[src/rtl/spi_slave_regif.sv]
// spi_slave_regif
//   SPI mode-0 slave front end for the MCU->FPGA control link, running in the
//   sampling clock domain (clkout0). sclk/mosi/cs_n are oversampled through a
//   flip-flop synchroniser. Frames are a command byte {rw, addr} followed by
//   data bytes. Write frames issue register write strobes. Read frames issue
//   read requests and return the read data on miso.
//
// Ports
//   clk_i        sampling clock (sole clock)
//   rst_i        synchronous active-high reset
//   sclk_i       SPI clock (asynchronous)
//   mosi_i       SPI data in, MSB first
//   cs_n_i       SPI chip select, active low
//   miso_o       SPI data out, MSB first
//   miso_oe_o    miso output enable while a frame is active
//   wr_valid_o   one-cycle write strobe with wr_addr_o / wr_data_o
//   rd_req_o     one-cycle read request with rd_addr_o
//   rd_data_i    read data, sampled RD_LAT cycles after rd_req_o
//   frame_err_o  one-cycle pulse when cs_n rises mid-byte
//   busy_o       high while the front end is not idle

`timescale 1ns/1ps

module spi_slave_regif #(
    parameter int unsigned ADDR_W      = 7,
    parameter int unsigned SYNC_STAGES = 2,
    parameter int unsigned RD_LAT      = 1
) (
    input  logic              clk_i,
    input  logic              rst_i,
    input  logic              sclk_i,
    input  logic              mosi_i,
    input  logic              cs_n_i,
    output logic              miso_o,
    output logic              miso_oe_o,
    output logic              wr_valid_o,
    output logic [ADDR_W-1:0] wr_addr_o,
    output logic [7:0]        wr_data_o,
    output logic              rd_req_o,
    output logic [ADDR_W-1:0] rd_addr_o,
    input  logic [7:0]        rd_data_i,
    output logic              frame_err_o,
    output logic              busy_o
);

    typedef enum logic [1:0] {
        WAIT_HI,
        IDLE,
        CMD,
        DATA
    } state_t;

    state_t state;

    // Synchroniser chains, all the same depth so edges and data line up.
    logic [SYNC_STAGES-1:0] sclk_sync;
    logic [SYNC_STAGES-1:0] mosi_sync;
    logic [SYNC_STAGES-1:0] cs_sync;
    logic                   sclk_d;
    logic                   cs_d;

    logic sclk_s;
    logic mosi_s;
    logic cs_s;
    logic sclk_rise;
    logic sclk_fall;
    logic cs_rise;
    logic cs_fall;

    logic [6:0]        rx_sr;
    logic [7:0]        rx_byte;
    logic [2:0]        bit_cnt;
    logic [2:0]        bit_cnt_nxt;
    logic [7:0]        tx_sr;
    logic              skip_fall;
    logic [ADDR_W-1:0] addr;
    logic [ADDR_W-1:0] addr_inc;
    logic              rw;
    logic              ld_pend;
    logic [1:0]        ld_cnt;

    // cs sync resets to 0 so WAIT_HI only leaves once the real pin is seen
    // high; this keeps a reset in the middle of a frame from re-triggering.
    always_ff @(posedge clk_i) begin
        if (rst_i) begin
            sclk_sync <= '0;
            mosi_sync <= '0;
            cs_sync   <= '0;
            sclk_d    <= 1'b0;
            cs_d      <= 1'b0;
        end else begin
            sclk_sync[0] <= sclk_i;
            mosi_sync[0] <= mosi_i;
            cs_sync[0]   <= cs_n_i;
            for (int unsigned i = 1; i < SYNC_STAGES; i++) begin
                sclk_sync[i] <= sclk_sync[i-1];
                mosi_sync[i] <= mosi_sync[i-1];
                cs_sync[i]   <= cs_sync[i-1];
            end
            sclk_d <= sclk_s;
            cs_d   <= cs_s;
        end
    end

    assign sclk_s    = sclk_sync[SYNC_STAGES-1];
    assign mosi_s    = mosi_sync[SYNC_STAGES-1];
    assign cs_s      = cs_sync[SYNC_STAGES-1];
    assign sclk_rise = sclk_s & ~sclk_d;
    assign sclk_fall = ~sclk_s & sclk_d;
    assign cs_rise   = cs_s & ~cs_d;
    assign cs_fall   = ~cs_s & cs_d;

    assign rx_byte     = {rx_sr, mosi_s};
    assign addr_inc    = addr + ADDR_W'(1);
    // Bit count as it stands once this cycle's rise (if any) is counted;
    // a wrap to 0 means the byte just completed cleanly.
    assign bit_cnt_nxt = sclk_rise ? bit_cnt + 3'd1 : bit_cnt;

    assign miso_o    = tx_sr[7];
    assign miso_oe_o = ((state == CMD) || (state == DATA)) && !cs_s;

    always_ff @(posedge clk_i) begin
        if (rst_i) begin
            state       <= WAIT_HI;
            rx_sr       <= '0;
            bit_cnt     <= '0;
            tx_sr       <= '0;
            skip_fall   <= 1'b0;
            addr        <= '0;
            rw          <= 1'b0;
            ld_pend     <= 1'b0;
            ld_cnt      <= '0;
            wr_valid_o  <= 1'b0;
            wr_addr_o   <= '0;
            wr_data_o   <= '0;
            rd_req_o    <= 1'b0;
            rd_addr_o   <= '0;
            frame_err_o <= 1'b0;
            busy_o      <= 1'b0;
        end else begin
            wr_valid_o  <= 1'b0;
            rd_req_o    <= 1'b0;
            frame_err_o <= 1'b0;
            // Registered from the current state so busy_o reads 0 in the
            // cycle after reset, like every other output.
            busy_o      <= (state != IDLE);

            case (state)
                WAIT_HI: begin
                    if (cs_s) begin
                        state <= IDLE;
                    end
                end

                IDLE: begin
                    if (cs_fall) begin
                        state     <= CMD;
                        bit_cnt   <= '0;
                        rx_sr     <= '0;
                        tx_sr     <= '0;
                        skip_fall <= 1'b0;
                        ld_pend   <= 1'b0;
                    end
                end

                CMD, DATA: begin
                    if (sclk_rise) begin
                        rx_sr   <= rx_byte[6:0];
                        bit_cnt <= bit_cnt_nxt;
                        if (bit_cnt == 3'd7) begin
                            if (state == CMD) begin
                                rw    <= rx_byte[7];
                                addr  <= rx_byte[ADDR_W-1:0];
                                state <= DATA;
                                if (rx_byte[7]) begin
                                    rd_req_o  <= 1'b1;
                                    rd_addr_o <= rx_byte[ADDR_W-1:0];
                                    ld_pend   <= 1'b1;
                                    ld_cnt    <= 2'(RD_LAT);
                                end
                            end else if (!rw) begin
                                wr_valid_o <= 1'b1;
                                wr_addr_o  <= addr;
                                wr_data_o  <= rx_byte;
                                addr       <= addr_inc;
                            end else begin
                                addr      <= addr_inc;
                                rd_req_o  <= 1'b1;
                                rd_addr_o <= addr_inc;
                                ld_pend   <= 1'b1;
                                ld_cnt    <= 2'(RD_LAT);
                            end
                        end
                    end

                    // Read data arrives RD_LAT cycles after the request.
                    // The fall right after a load is skipped so bit 7 is
                    // presented for a full sclk period.
                    if (ld_pend && (ld_cnt == 2'd0)) begin
                        tx_sr     <= rd_data_i;
                        skip_fall <= 1'b1;
                        ld_pend   <= 1'b0;
                    end else begin
                        if (ld_pend) begin
                            ld_cnt <= ld_cnt - 2'd1;
                        end
                        if (sclk_fall) begin
                            if (skip_fall) begin
                                skip_fall <= 1'b0;
                            end else begin
                                tx_sr <= {tx_sr[6:0], 1'b0};
                            end
                        end
                    end

                    // Last so it overrides the state change and any pending
                    // load issued above; a byte completing in this same
                    // cycle still gets its strobe.
                    if (cs_rise) begin
                        state       <= IDLE;
                        tx_sr       <= '0;
                        skip_fall   <= 1'b0;
                        ld_pend     <= 1'b0;
                        bit_cnt     <= '0;
                        frame_err_o <= (bit_cnt_nxt != 3'd0);
                    end
                end

                default: state <= WAIT_HI;
            endcase
        end
    end

endmodule

[config.mk]
export PLATFORM = sky130hd
export DESIGN_NAME = spi_slave_regif
export DESIGN_NICKNAME = d
export VERILOG_FILES = /design/src/rtl/spi_slave_regif.sv
export SDC_FILE = /design/constraint.sdc
export NUM_CORES = 1
export LEC_CHECK = 0
export ABC_AREA = 1
export BUFFER_PORTS_ARGS = -buffer_cell sky130_fd_sc_hd__buf_2
export CELL_PAD_IN_SITES_DETAIL_PLACEMENT = 2
export CELL_PAD_IN_SITES_GLOBAL_PLACEMENT = 2
export CORE_MARGIN = 2
export CORE_UTILIZATION = 31
export DETAILED_ROUTE_END_ITERATION = 8
export HOLD_SLACK_MARGIN = 0.1
export PLACE_DENSITY = 0.85
export SETUP_SLACK_MARGIN = 0.05
export SLEW_MARGIN = 20
export SYNTH_ARGS = -nofsm -noshare
export SYNTH_HDL_FRONTEND = slang
export SYNTH_SLANG_ARGS = --single-unit
[constraint.sdc]
create_clock -name clk_i -period 1.8 [get_ports clk_i]
set_input_delay 0.36 -clock clk_i [delete_from_list [all_inputs] [get_ports clk_i]]
set_output_delay 0.36 -clock clk_i [all_outputs]
set_load 0.1 [all_outputs]
# Word-level counts from Yosys, hierarchy flattened

Index checks and enable logic that the tools add are counted.

Memory bits (writable): 0
Memories: 0
Logic and storage cells: 128
Latch bits: 0
Bits of input ports: 13
Bits in read-only memories: 0
Register bits: 66

Div/mod/pow operators: 0
Reduce and logical (&&, ||, !) cells: 23
Muxes and demuxes: 49
$mul: 0
Eq/ne operators: 18
Shifts and indexed selects: 0
Magnitude comparators: 0
Bitwise logic cells: 14
Add/sub/neg operators: 3

Operator list:

| kind                  | number |
|---|---|
| $mux W7               | 6 |
| $mux W8               | 5 |
| $mux W2               | 13 |
| $ne A4 B4 Y1 const B  | 4 |
| $pmux W8 S2           | 1 |
| $mux W1               | 15 |
| $reduce_and A5 Y1     | 3 |
| $pmux W7 S2           | 1 |
| $mux W3               | 4 |
| $reduce_and A3 Y1     | 4 |
| $ne A5 B5 Y1 const B  | 2 |
| $not A1 Y1            | 10 |
| $ne A3 B3 Y1 const B  | 3 |
| $ne A2 B2 Y1 const B  | 4 |
| $reduce_and A4 Y1     | 2 |
| $add A7 B1 Y7 const B | 1 |
| $pmux W2 S3           | 1 |
| $pmux W3 S2           | 1 |
| $reduce_and A6 Y1     | 1 |
| $reduce_or A5 Y1      | 1 |
| $and A1 B1 Y1         | 4 |
| $eq A2 B2 Y1 const B  | 2 |
| $logic_not A2 Y1      | 2 |
| $pmux W1 S2           | 2 |
| other kinds (13)      | 15 |

# Depth between registers and ports, before layout

Gate-level depths: netlist (run 1).

Depth in word-level cells: 7
Gate-level depth with buffers: 12
Gate-level depth less buffers: 11

# Worst setup path after synthesis (run 1)

OpenSTA, ideal clock, no wires.

Path type: reg2out
Start: register state[1]
End: output miso_oe_o
Stages on the path, launching flop included: 4
Arrival: 1751 ps
Slack: -311 ps
Cell sequence: dfxtp_1 > buf_6 > inv_2 > nor2_1

Word-level cells in the longest chain between the ends: 3
Elaborated cells between the ends (all ways): 4
Those cells by class: 2 x eq/ne; 2 x reduce/logical

RTL lines:

| what                     | line | RTL |
|---|---|---|
| start: declaration       | 53   | `state_t state;` |
| start signal: assignment | 124  | `state <= WAIT_HI;` |
| start signal: assignment | 151  | `state <= IDLE;` |
| start signal: assignment | 157  | `state <= CMD;` |
| $eq A2 B2 Y1             | 120  | `assign miso_oe_o = ((state == CMD) \|\| (state == DATA)) && !cs_s;` |
| $logic_or A1 B1 Y1 (*)   | 120  |  |
| $logic_and A1 B1 Y1 (*)  | 120  |  |
| end: declaration         | 35   | `output logic miso_oe_o,` |

Mark *: on every way between the ends. The rest lies on a longest branch, timed or not.

# Final worst setup path (run 1)

Start: register ld_cnt[0]
End: register ld_pend

Word-level cells in the longest chain between the ends: 5
Elaborated cells between the ends (all ways): 10
Those cells by class: 4 x eq/ne; 3 x mux; 3 x reduce/logical

RTL lines:

| what                     | line | RTL |
|---|---|---|
| start: declaration       | 80   | `logic [1:0] ld_cnt;` |
| start signal: assignment | 179  | `ld_cnt <= 2'(RD_LAT);` |
| start signal: assignment | 191  | `ld_cnt <= 2'(RD_LAT);` |
| start signal: assignment | 205  | `ld_cnt <= ld_cnt - 2'd1;` |
| $logic_not A2 Y1 (*)     | 199  | `if (ld_pend && (ld_cnt == 2'd0)) begin` |
| $logic_and A1 B1 Y1 (*)  | 199  |  |
| $mux W1                  | 199  |  |
| $mux W1                  | 219  | `if (cs_rise) begin` |
| $pmux W1 S2              | 148  | `case (state)` |
| end signal: assignment   | 162  | `ld_pend <= 1'b0;` |
| end signal: assignment   | 202  | `ld_pend <= 1'b0;` |
| end signal: assignment   | 223  | `ld_pend <= 1'b0;` |
| end: declaration         | 79   | `logic ld_pend;` |

Marks and branches as above.
A chain may end at the register's enable or synchronous reset.

==> impl_metrics.json, run 1 <==
{
  "synthesis.area_um2": 3020,
  "p_sw_share_pct": 29.4,
  "seq_area_frac_synth_pct": 43.7,
  "worstPathRequired_ps": 2050,
  "grt.overflow.total": 0,
  "maxCapViolCount": 0,
  "r2r_cells": 10,
  "clk_latency_ps": 350,
  "grt_pass1_wl_mm": 16.6,
  "synth_seq_cells": 66,
  "p_comb_share_pct": 11.3,
  "numCtsBuffers": 9,
  "worstMarginPinSlew_ps": 498,
  "setup_tns_ps": 0,
  "synth_nets": 456,
  "critical_path_class": "reg -> reg",
  "hold_end": "cs_sync[0]$_SDFF_PP0_",
  "place_area_um2": 3420,
  "drt_iter0_markers": 68,
  "final_area_um2": 3660,
  "place_hpwl_mm": 7.29,
  "postSynthAreaPerCell_um2": 6.89,
  "timing.fmax_mhz": 622,
  "p_per_area_nw_per_um2": 876,
  "rsz0062_at_grt": "false",
  "leakage_nw": 1.75,
  "timing.critical_path.mode_cell": "inv_1",
  "vias": 3092,
  "min_path_type": "in -> reg",
  "critPathMaxStageDelay_ps": 350,
  "max_slew_margin_pct": 67.0,
  "wire_per_inst_um": 16.2,
  "r2r_end": "ld_pend$_SDFFE_PP0P_",
  "p_int_mw": 2.27,
  "grt_pass1_vias": 3334,
  "synth.top_cell.area_share_pct": 43.7,
  "finalCritPeriodShare_pct": 89.3,
  "path_clk_slew_ps": 80,
  "row_count": 36,
  "dieArea_um2": 10600,
  "antenna_found_initial": 0,
  "synthCells": 439,
  "setup_viol": 0,
  "drt_pass1_iterations": 4,
  "io_pins": 41,
  "antennaDiodeCount": 0,
  "hold_start": "cs_n_i",
  "h-tree-depth": 3,
  "synth_cell_types": 27,
  "min_path_cells": 3,
  "clock_sinks": 66,
  "slew_violations": 0,
  "yosys_warnings": 0,
  "hold_violations": 0,
  "die_y_um": 103,
  "crit_family": "simple AND/OR/NAND/NOR gates",
  "fin_crit_ps": 1610,
  "cts_tree": "built",
  "fin_nets": 508,
  "drc": 0,
  "yosys.area.top_type": "dfxtp_1",
  "dp_slack_ps": 134,
  "critPathArrivalTime_ps": 1860,
  "clockPowerShare_pct": 40.6,
  "cts_hold_buf": 0,
  "r2r_setup_slack_ps": 190,
  "viasPerCell": 4.92,
  "grt_start_max_net_pins": 22,
  "netSwitchingPower_mw": 0.944,
  "hold_ws_ps": 221,
  "reg2reg_from": "ld_cnt[0]$_SDFFE_PP0N_",
  "cts_max_path_buffers": 2,
  "status": "finished clean",
  "worst_slack_ps": 193,
  "start_util_pct": 31.4,
  "fin_skew_ps": 12.5,
  "end_kind": "register",
  "total_power_mw": 3.21,
  "ant_nets": 0,
  "yosys-top-cells-area": "dfxtp_1, nand2_1, nand3_1",
  "nFillCells": 1220,
  "area_delta_synth_final_pct": 21.1,
  "path_cells": "inv_1, ha_1, nand2_2, inv_1, nor2_1, nand2_1, nand3_1, nand3_1, nand2_1, inv_1",
  "cts-root-buf": "clkbuf_8",
  "io_buffers": 40,
  "critPathMaxFanout": 10,
  "core_area_um2": 9640,
  "critPathLaunchType": "register",
  "drive_gt1_share_pct": 20.2,
  "slowest_stage": "dfxtp_1",
  "p_seq_share_pct": 48.1,
  "wl_mm": 10.2,
  "max-vdd-ir-drop_uv": 364,
  "die_w_um": 103,
  "gp_congestion": 0.812,
  "critPathBufInv": 3,
  "grtUsageTotal_pct": 20.6
}
-- per-layer routing --
layer  part of all wire (%)  vias to the layer above  global-route usage (%)
met5                      0                        -                       0
li1                       -                     1492                       -
met4                    2.3                        0                    8.50
met2                     51                       52                    36.1
met3                    2.7                       20                    3.46
met1                     44                     1528                    24.9
-- repair_timing --
item / in CTS / in global routing
hold endpoints to repair: 0 / 0
gates resized for setup: 0 / 6
endpoints found under the setup margin: 0 / 25
buffers inserted: 0 / 3
-- per-stage QoR --
step	utilization (%)	std cells
final	38.0	629
after global routing	38.0	629
after CTS	37.6	626
after detailed placement	35.5	610
after global placement	35.5	610
after floorplan	-	439
-- how the worst max path moves through the flow --
stage	from	end	slack (ps)	cells after the start
after CTS	ld_cnt[0]$_SDFFE_PP0N_	ld_cnt[1]$_SDFFE_PP0N_	50	6
after floorplan	state[1]$_SDFFE_PP0P_	miso_oe_o	160	3
after global placement	bit_cnt[0]$_SDFFE_PP0P_	rd_addr_o[2]$_SDFFE_PP0P_	210	8
after global routing	bit_cnt[1]$_SDFFE_PP0P_	wr_data_o[3]$_SDFFE_PP0P_	60	7
final	ld_cnt[0]$_SDFFE_PP0N_	ld_pend$_SDFFE_PP0P_	190	10
after detailed placement	bit_cnt[1]$_SDFFE_PP0P_	rd_addr_o[0]$_SDFFE_PP0P_	130	8
-- cells in the final DEF (no fill, tap or decap), drive strengths merged --
master    Yosys  final
clkinv        1      4
clkbuf        5      9
dfxtp        66     66
nand4         5      5
xor2          1      1
a21oi        34     34
nand3        51     51
ha            4      4
nand2        99     99
o22ai         1      1
or2           1      1
buf          13     59
bufinv        0      1
clkinvlp      0      1
o21ai        30     30
a22oi         3      3
inv          64     66
nor2         61     61
-- final cells by class --
cell class,count,area [um2],area share (%)
clock inverters,7,77.6,2.12
repair buffers,59,362,9.87
clock buffers,9,124,3.38
multi-input cells,290,1370,37.3
inverters,65,244,6.66
well taps,133,166,4.54
flip-flops and latches,66,1320,36.1
-- kinds of logic (layout without fill, tap and decap cells) --
family / Yosys count / in the layout / synth area share (%)
AOI/OAI and AO/OA: 68 / 68 / 11.8
xor gates and xnor gates: 1 / 1 / 0.290
DFF: 66 / 66 / 43.7
buffers and inverters: 83 / 140 / 11.5
and+or+nand+nor: 217 / 217 / 31.0
adders and majority gates: 4 / 4 / 1.66
-- flip-flops by register name, summed over array words and instances (netlist names), 2 cells and up --
name,count
wr_data_o,8
cs_sync,2
rd_addr_o,7
ld_cnt,2
sclk_sync,2
rx_sr,7
state,2
tx_sr,8
mosi_sync,2
wr_addr_o,7
addr,7
bit_cnt,3
-- Yosys cell counts --
cell,n
xor2_1,1
a21oi_1,33
nand4_2,2
ha_1,4
buf_1,2
nand3_1,50
a22oi_1,3
nand4_1,3
buf_2,6
buf_4,2
nand2_1,94
o21ai_1,20
dfxtp_1,66
or2_2,1
a21oi_2,1
nor2_4,2
o21ai_2,1
nor2_1,59
nand3_2,1
o21ai_0,9
inv_1,58
clkinv_1,1
nand2_2,5
inv_2,6
o22ai_1,1
clkbuf_1,5
buf_6,3
-- power groups by stage --
stage                     Clock [mW]  Sequential [mW]  Combinational [mW]
after floorplan                    0             1.59               0.227
after global placement             0             1.57               0.343
after detailed placement           0             1.58               0.359
after CTS                       1.33             1.54               0.367
after global routing            1.41             1.55               0.411
final                           1.30             1.54               0.364
-- tightest hold or removal path, stage by stage --
cell    delay, ps
buf_2          80
inv_1          30
nor2_1         60
No activity file was read; power rests on OpenSTA's default activity.
==> inputs of run 2 (changes only) <==
- PLACE_DENSITY: 0.85 -> 0.76
==> impl_metrics.json, run 2 (same netlist as run 1, synthesis figures left out) <==
{
  "grt.overflow.total": 0,
  "wl_mm": 9.34,
  "maxCapViolCount": 0,
  "seq_area_um2": 1320,
  "p_int_mw": 2.29,
  "io_buffers": 40,
  "vias": 2956,
  "dieArea_um2": 10600,
  "place_hpwl_mm": 7.03,
  "grt_util_met3_pct": 2.64,
  "critPathMaxFanout": 7,
  "p_sw_share_pct": 27.8,
  "multi_input_area_um2": 1370,
  "grtUsageMet1_pct": 22.4,
  "crit_family": "simple AND/OR/NAND/NOR gates",
  "cts_tree": "built",
  "grt_pass1_wl_mm": 15.2,
  "max_slew_margin_pct": 67.0,
  "status": "finished clean",
  "drt_iter0_markers": 97,
  "cts_max_path_buffers": 2,
  "dp_cells": 610,
  "path_clk_slew_ps": 80,
  "critPathBufInv": 3,
  "critPathMaxStageDelay_ps": 360,
  "numCtsBuffers": 9,
  "drive_gt1_share_pct": 18.9,
  "reg.largest.list": "tx_sr: 8 flops, wr_data_o: 8 flops",
  "clockPowerShare_pct": 40.0,
  "netSwitchingPower_mw": 0.879,
  "fin_skew_ps": 10.2,
  "gp_congestion": 0.740,
  "slew_violations": 0,
  "end_kind": "register",
  "finalCritPeriodShare_pct": 89.5,
  "cts-root-buf": "clkbuf_8",
  "area_delta_synth_final_pct": 20.5,
  "final_cells": 626,
  "final_area_um2": 3640,
  "fin_crit_ps": 1610,
  "grtUsageTotal_pct": 18.8,
  "h-tree-depth": 3,
  "setup_viol": 0,
  "critPathArrivalTime_ps": 1920,
  "start_util_pct": 31.4,
  "nFillCells": 1207,
  "grt_pass1_vias": 3049,
  "antennaDiodeCount": 0,
  "wire_per_inst_um": 14.9,
  "viasPerCell": 4.72,
  "slowest_stage": "dfxtp_1",
  "place_area_um2": 3440,
  "worst-path-stages": 9,
  "p_seq_share_pct": 48.7,
  "setup_tns_ps": 0,
  "worstPathRequired_ps": 2110,
  "leakage_nw": 1.72,
  "r2r_cells": 9,
  "row_count": 36,
  "p_comb_share_pct": 11.3,
  "clk_latency_ps": 350,
  "antenna_found_initial": 0,
  "clock_sinks": 66,
  "max-vdd-ir-drop_uv": 402,
  "drc": 0,
  "timing.fmax_mhz": 621,
  "min_path_cells": 3,
  "ant_nets": 0,
  "rsz0062_at_grt": "false",
  "p_per_area_nw_per_um2": 869,
  "core_area_um2": 9640,
  "critPathLaunchType": "register",
  "worstMarginPinSlew_ps": 498,
  "critical_path_class": "reg -> reg",
  "total_power_mw": 3.17,
  "use_met2_pct": 34.3,
  "fin_nets": 505,
  "grt_start_max_net_pins": 25,
  "drt_pass1_iterations": 4,
  "die_w_um": 103,
  "io_pins": 41,
  "layout_common_cells": "nand2_1, dfxtp_1, inv_1, nor2_1, nand3_1",
  "die_y_um": 103,
  "layout_commonest_cell": "nand2_1",
  "top_usage_layer": "met2",
  "hold_violations": 0,
  "path_cells": "ha_1, ha_1, nand4_4, inv_2, nand2_1, buf_4, a21oi_2, nand2_1, inv_1",
  "min_path_type": "in -> reg"
}
-- run 2: cell count changes in the layout (fill, tap and decap cells not counted), sizes merged --
cell | previous run | this run
clkinvlp | 1 | 0
clkinv | 4 | 5
inv | 66 | 64
buf | 59 | 56
clkbuf | 9 | 11
-- run 2: worst min-delay path, cell delays in order --
cell and delay, ps:
buf_2 70, inv_1 30, nor2_1 60
-- run 2: power groups by stage --
stage	Clock (mW)	Combinational (mW)	Sequential, mW
floorplan	0	0.227	1.59
CTS	1.32	0.364	1.54
global placement	0	0.347	1.57
detailed placement	0	0.362	1.58
global route	1.38	0.405	1.55
finish	1.27	0.357	1.54
-- run 2: per-stage QoR --
step	utilization (%)	setup WS, ps	hold slack [ps]
floorplan	-	162	388
global placement	35.6	230	391
detailed placement	35.6	152	406
CTS	37.7	134	203
global route	37.8	37.4	210
finish	37.8	189	213
-- run 2: repair_timing --
| action | 4_1_cts | 5_1_grt |
|---|---|---|
| hold buffers | 0 | 0 |
| resized for setup | 0 | 3 |
| setup buffers | 0 | 0 |
| endpoints found under the setup margin | 0 | 9 |
-- run 2: worst paths after layout --
check	startpoint	endpoint	slack (ps)
min	sclk_i	sclk_sync[0]$_SDFF_PP0_	210
max	bit_cnt[1]$_SDFFE_PP0P_	rd_addr_o[6]$_SDFFE_PP0P_	190
max reg2reg	bit_cnt[1]$_SDFFE_PP0P_	rd_addr_o[6]$_SDFFE_PP0P_	190
min reg2reg	cs_sync[0]$_SDFF_PP0_	cs_sync[1]$_SDFF_PP0_	410
-- run 2: area by class of cell --
cell class / count / area share (%)
inverter: 65 / 6.70
clock buffer: 11 / 3.88
tap: 133 / 4.57
timing repair buffer: 56 / 9.55
clock inverter: 5 / 1.48
sequential: 66 / 36.3
multi-input combinational: 290 / 37.5
-- run 2: layer usage --
metal	vias to the layer above	wire [um]
li1	1484	-
met1	1425	4230
met2	34	4750
met3	13	213
met4	0	143
met5	-	0
